<file path="config.mk">
export PLATFORM = sky130hd
export DESIGN_NAME = onebit_prog_loader
export DESIGN_NICKNAME = d
export VERILOG_FILES = /design/src/rtl/onebit_pkg.sv /design/src/rtl/onebit_piso.sv /design/src/rtl/onebit_prog_loader.sv
export SDC_FILE = /design/constraint.sdc
export NUM_CORES = 1
export LEC_CHECK = 0
export BUFFER_PORTS_ARGS = -buffer_cell sky130_fd_sc_hd__buf_2
export CAP_MARGIN = 25
export CORE_MARGIN = 2
export CORE_UTILIZATION = 59
export DETAILED_ROUTE_END_ITERATION = 12
export PLACE_DENSITY = 0.89
export SYNTH_ARGS = -nofsm -noshare
export SYNTH_HDL_FRONTEND = slang
export SYNTH_SLANG_ARGS = --single-unit
</file>
<file path="constraint.sdc">
create_clock -name clk -period 5.5 [get_ports clk]
set_clock_uncertainty 0.15 [all_clocks]
set_input_delay 1.1 -clock clk [delete_from_list [all_inputs] [get_ports clk]]
set_output_delay 1.1 -clock clk [all_outputs]
set_load 0.01 [all_outputs]
</file>
<file path="src/rtl/onebit_pkg.sv">
// Shared constants and loader state encoding for the 1-bit processor slice.
package onebit_pkg;

  localparam int INSTR_W   = 13;
  localparam int INSTR_MEM = 16;
  localparam int IN_REGS   = 2;
  localparam int OUT_REGS  = 7;

  typedef enum logic [2:0] {
    IDLE       = 3'd0,
    RESET_PROC = 3'd1,
    FETCH      = 3'd2,
    SHIFT      = 3'd3,
    RUN        = 3'd4
  } ld_state_e;

endpackage

</file>
<file path="src/rtl/onebit_piso.sv">
// Parallel-load, MSB-first shift register; bit_o is the current bit, last_o flags bit 0.
module onebit_piso #(
  parameter int W = 13
) (
  input  logic         clk,
  input  logic         reset,
  input  logic         load_i,
  input  logic [W-1:0] data_i,
  input  logic         shift_i,
  output logic         bit_o,
  output logic         last_o
);

  localparam int BC_W = $clog2(W);

  logic [W-1:0]    shreg_q;
  logic [BC_W-1:0] bit_cnt_q;

  // Bits are indexed rather than shifted so the word stays intact for debug.
  always_ff @(posedge clk) begin
    if (!reset) begin
      shreg_q   <= '0;
      bit_cnt_q <= '0;
    end else if (load_i) begin
      shreg_q   <= data_i;
      bit_cnt_q <= BC_W'(W - 1);
    end else if (shift_i && (bit_cnt_q != '0)) begin
      bit_cnt_q <= bit_cnt_q - 1'b1;
    end
  end

  assign bit_o  = shreg_q[bit_cnt_q];
  assign last_o = (bit_cnt_q == '0);

endmodule

</file>
<file path="src/rtl/onebit_prog_loader.sv">
// Sequences a OneBitProcessor through reset, serial program load (MSB-first on IN0) and run.
module onebit_prog_loader #(
  parameter int INSTR_W      = onebit_pkg::INSTR_W,
  parameter int INSTR_MEM    = onebit_pkg::INSTR_MEM,
  parameter int IN_REGS      = onebit_pkg::IN_REGS,
  parameter int LEN_W        = 5,
  parameter int RESET_CYCLES = 2
) (
  input  logic               clk,
  input  logic               reset,
  input  logic               start,
  input  logic [LEN_W-1:0]   prog_len,
  input  logic [INSTR_W-1:0] word_data,
  input  logic               word_valid,
  output logic               word_ready,
  input  logic [IN_REGS-1:0] user_in,
  output logic               proc_reset,
  output logic               proc_en,
  output logic [IN_REGS-1:0] proc_in,
  output logic               busy,
  output logic               loaded,
  output logic               error
);

  import onebit_pkg::*;

  localparam int RC_W = $clog2(RESET_CYCLES + 1);

  ld_state_e        state_q;
  logic [LEN_W-1:0] len_q;
  logic [LEN_W-1:0] word_cnt_q;
  logic [RC_W-1:0]  rst_cnt_q;
  logic             error_q;

  logic piso_load, piso_shift, piso_bit, piso_last;
  logic len_bad;

  assign len_bad    = (prog_len == '0) || (prog_len > LEN_W'(INSTR_MEM));
  assign piso_load  = (state_q == FETCH) && word_valid;
  assign piso_shift = (state_q == SHIFT);

  onebit_piso #(.W(INSTR_W)) u_piso (
    .clk     (clk),
    .reset   (reset),
    .load_i  (piso_load),
    .data_i  (word_data),
    .shift_i (piso_shift),
    .bit_o   (piso_bit),
    .last_o  (piso_last)
  );

  always_ff @(posedge clk) begin
    if (!reset) begin
      state_q    <= IDLE;
      len_q      <= '0;
      word_cnt_q <= '0;
      rst_cnt_q  <= '0;
      error_q    <= 1'b0;
    end else begin
      case (state_q)
        IDLE, RUN: begin
          if (start) begin
            if (len_bad) begin
              error_q <= 1'b1;
              state_q <= IDLE;
            end else begin
              len_q      <= prog_len;
              error_q    <= 1'b0;
              word_cnt_q <= '0;
              rst_cnt_q  <= '0;
              state_q    <= RESET_PROC;
            end
          end
        end
        RESET_PROC: begin
          if (rst_cnt_q == RC_W'(RESET_CYCLES - 1)) begin
            rst_cnt_q <= '0;
            state_q   <= FETCH;
          end else begin
            rst_cnt_q <= rst_cnt_q + 1'b1;
          end
        end
        FETCH: begin
          if (word_valid) state_q <= SHIFT;
        end
        SHIFT: begin
          if (piso_last) begin
            word_cnt_q <= word_cnt_q + 1'b1;
            state_q    <= (word_cnt_q + 1'b1 == len_q) ? RUN : FETCH;
          end
        end
        default: state_q <= IDLE;
      endcase
    end
  end

  assign word_ready = (state_q == FETCH);
  assign proc_reset = (state_q == RESET_PROC);
  assign proc_en    = (state_q == SHIFT);
  assign busy       = (state_q == RESET_PROC) || (state_q == FETCH) || (state_q == SHIFT);
  assign loaded     = (state_q == RUN);
  assign error      = error_q;

  // user_in reaches the processor only once the program is resident.
  always_comb begin
    proc_in = '0;
    if (state_q == SHIFT)    proc_in[0] = piso_bit;
    else if (state_q == RUN) proc_in    = user_in;
  end

endmodule

</file>
==> flow_summary.toml <==
[die]
die-width_um = 58.6
die_height_um = 58.6
io-pin-count = 32
core.rowCount = 19
core-area_um2 = 2810
initial_utilization_pct = 62.7
die_area_um2 = 3430

[layout]
register_area_um2 = 661
multiInputGateArea_um2 = 1010
layout.nets = 264
post_route_cells_drive_above_1_share_pct = 22.6
final-instance-count-excl-fill = 270
insertedDiodeCount = 0
final_core_util_pct = 70.6
area_growth_syn_to_layout_pct = 12.6
fillerInstances = 222

[clocking]
clk_transition_reported_paths_ns = 0.10
clock_tree.root_cell = "sky130_fd_sc_hd__clkbuf_4"
cts_inserted_buffers = 5
cts.sink_count = 33
cts_max_path_buffers = 2
post_cts_resize_count = 0
tritoncts = "built"
postCtsSetupRepairBufs = 0
ctsHoldBuffers = 0
cts_htree_levels = 2
worst_skew_pair.late_latency_ns = 0.35

[yosys]
synth_edf_count = 0
synth_top_area_share_pct = 37.6
synth_net_count = 238
syn-cell-area_um2 = 1760
ys_warn_count = 0
yosys_register_bits = 33
synth_cells = 212
main_area_contributors_after_synthesis = "sky130_fd_sc_hd__dfxtp_1 38%, sky130_fd_sc_hd__nand2_1 8.3%, sky130_fd_sc_hd__a21oi_1 7.7%, sky130_fd_sc_hd__mux4_2 3.8%, sky130_fd_sc_hd__o21ai_0 3.1%"
netlist_cell_types = 50
yosys.area.top_type = "sky130_fd_sc_hd__dfxtp_1"
post_synth.cell_area_avg_um2 = 8.30
synth-seq-area-share_pct = 37.6
ys_async_sr_fraction_pct = 0
flip_flop_cell_with_the_highest_count_after_synthesis = "sky130_fd_sc_hd__dfxtp_1"

[placement]
detailedPlacementHpwl_mm = 2.74
gp_congestion = 0.844
numPortBuffers = 31
place.detailed.instances = 262

[sta]
setup_viol = 0
max_freq_mhz = 294
fin_tns_setup_ns = 0
max_slew_margin_pct = 48.2
period_needed_ns = 3.41
tightest_slew_ns = 0.775
finalHoldViolations = 0
hold-worst-slack_ns = 0.311
max_transition_viols_final = 0
rsz0062_at_grt = "false"
period_share_pct = 61.9

[drt]
routed_wl_mm = 3.86
drc = 0
drt-vias-per-instance = 5.93
count_of_routing_violations_after_the_opening_detailed_route_iteration = 111
num_vias = 1602
drt-wirelength-per-cell_um = 14.3
antenna_violating_nets_post_route = 0
detail_route.first_pass.iterations = 4

[grt]
total_grt_overflow = 0
grt_pass1_vias = 1407
grt_util_all_layers_pct = 25.0
grt_pass1_wl_mm = 6.38
grt_antenna_before_repair = 0
grt_start_max_net_pins = 27

[status]
run_status = "complete, no violations"

[run]
number_of_max_capacitance_violations_reported = 0

[setup_path]
timing.setup.critical_path_class = "reg2out"
critPathLaunchType = "register"
worst-endpoint-required_ns = 4.25
cp.arrival_ns = 2.16
end_kind = "output pin"
crit_path_max_fanout = 7

[pwr]
vdd_drop_max_mv = 0.208
power.static_leakage_nw = 0.781
pwr_density_cell_nw_per_um2 = 268
overall_power_mw = 0.531

[worst_hold_path]
min_path_type = "reg2reg"
==> metal layers <==
layer	routed length [um]	share of wire [%]	vias to the layer above	track usage (%)
met5	0	0	-	0
met1	1800	47	740	34.8
met4	96	2.5	0	12.3
met2	1750	45	50	37.1
li1	-	-	799	-
met3	216	5.6	13	5.05
==> through the flow <==
step                      worst slack [ns]  area (um2)
after floorplan                       2.65        1760
final                                 2.09        1980
after global placement                2.37        1900
after global routing                  2.01        1980
after detailed placement              2.30        1900
after CTS                             2.10        1980
==> path summary, 6_finish.rpt <==
check / endpoint / cells after the start / startpoint / slack (ns)
worst max-delay path: proc_in[0] / 5 / u_piso.bit_cnt_q[0]$_SDFFE_PP0P_ / 2.09
worst min-delay path: u_piso.shreg_q[4]$_SDFFE_PN0P_ / 2 / u_piso.shreg_q[4]$_SDFFE_PN0P_ / 0.31
worst max register to register: word_cnt_q[1]$_SDFFE_PN0P_ / 6 / u_piso.bit_cnt_q[0]$_SDFFE_PP0P_ / 3.34
worst min register to register: u_piso.shreg_q[4]$_SDFFE_PN0P_ / 2 / u_piso.shreg_q[4]$_SDFFE_PN0P_ / 0.31
==> flip-flops by register name, summed over array words and instances (netlist names) <==
register and flops:
u_piso.bit_cnt_q 4, rst_cnt_q 2, u_piso.shreg_q 13, error 1, len_q 5, word_cnt_q 5
state_q 3
==> critical path: stages, from the launching register on <==
cell                        delay (ns)
sky130_fd_sc_hd__dfxtp_1          0.53
sky130_fd_sc_hd__mux4_2           0.54
sky130_fd_sc_hd__mux2_2           0.27
sky130_fd_sc_hd__o22ai_1          0.19
sky130_fd_sc_hd__o2bb2ai_1        0.13
sky130_fd_sc_hd__buf_2            0.15
==> cell usage in the layout, fill, tap and decap left out, types with 4 or more instances in the layout <==
cell type | Yosys | routed
sky130_fd_sc_hd__a21oi_1 | 27 | 27
sky130_fd_sc_hd__clkbuf_4 | 0 | 5
sky130_fd_sc_hd__nor2_1 | 10 | 10
sky130_fd_sc_hd__xnor2_1 | 6 | 6
sky130_fd_sc_hd__dfxtp_1 | 33 | 33
sky130_fd_sc_hd__nand3b_1 | 5 | 5
sky130_fd_sc_hd__inv_1 | 6 | 6
sky130_fd_sc_hd__o21ai_0 | 11 | 11
sky130_fd_sc_hd__nand2_1 | 39 | 39
sky130_fd_sc_hd__xor2_1 | 4 | 4
sky130_fd_sc_hd__buf_2 | 3 | 31
==> Yosys cell counts, types with 2 or more instances <==
library cell,instances
sky130_fd_sc_hd__inv_1,6
sky130_fd_sc_hd__nor3_1,3
sky130_fd_sc_hd__and3_2,2
sky130_fd_sc_hd__xnor2_1,6
sky130_fd_sc_hd__xor2_1,4
sky130_fd_sc_hd__nor2_1,10
sky130_fd_sc_hd__a211oi_1,2
sky130_fd_sc_hd__nand3b_1,5
sky130_fd_sc_hd__and3_1,3
sky130_fd_sc_hd__dfxtp_1,33
sky130_fd_sc_hd__o21ai_0,11
sky130_fd_sc_hd__and2_1,3
sky130_fd_sc_hd__ha_1,2
sky130_fd_sc_hd__clkbuf_1,6
sky130_fd_sc_hd__a31oi_1,2
sky130_fd_sc_hd__nor3b_1,3
sky130_fd_sc_hd__buf_4,2
sky130_fd_sc_hd__buf_2,3
sky130_fd_sc_hd__a21oi_1,27
sky130_fd_sc_hd__nand3_1,2
sky130_fd_sc_hd__nand2_1,39
sky130_fd_sc_hd__a311oi_1,3
sky130_fd_sc_hd__nand4b_1,2
sky130_fd_sc_hd__nor2b_1,2
sky130_fd_sc_hd__a211o_1,2
sky130_fd_sc_hd__mux4_2,3
sky130_fd_sc_hd__or2_2,2
sky130_fd_sc_hd__mux2_2,2
==> where the power goes <==
| group | switching, mW | total, mW | internal [mW] |
|---|---|---|---|
| sequential | 0.0103 | 0.258 | 0.248 |
| clock | 0.0830 | 0.191 | 0.108 |
| combinational | 0.0491 | 0.0818 | 0.0327 |
| total | 0.142 | 0.531 | 0.389 |
==> cells by family after synthesis <==
logic type / share of synthesized area [%]
multiplexers: 5.69
adder cells (fa/ha/maj): 1.42
AO/OA/AOI/OAI: 20.1
flip-flops: 37.6
XOR/XNOR: 4.98
buffers and inverters: 4.76
AND/OR/NAND/NOR: 25.5
==> final cells by class <==
type / instances / share of cell area (%)
clock buffers: 7 / 2.78
clock inverters: 1 / 1.52
inverters: 7 / 1.33
multi-input cells: 160 / 51.2
flip-flops and latches: 33 / 33.4
well taps: 31 / 1.96
repair buffers: 31 / 7.83
Power figures use the tool's default switching activity.
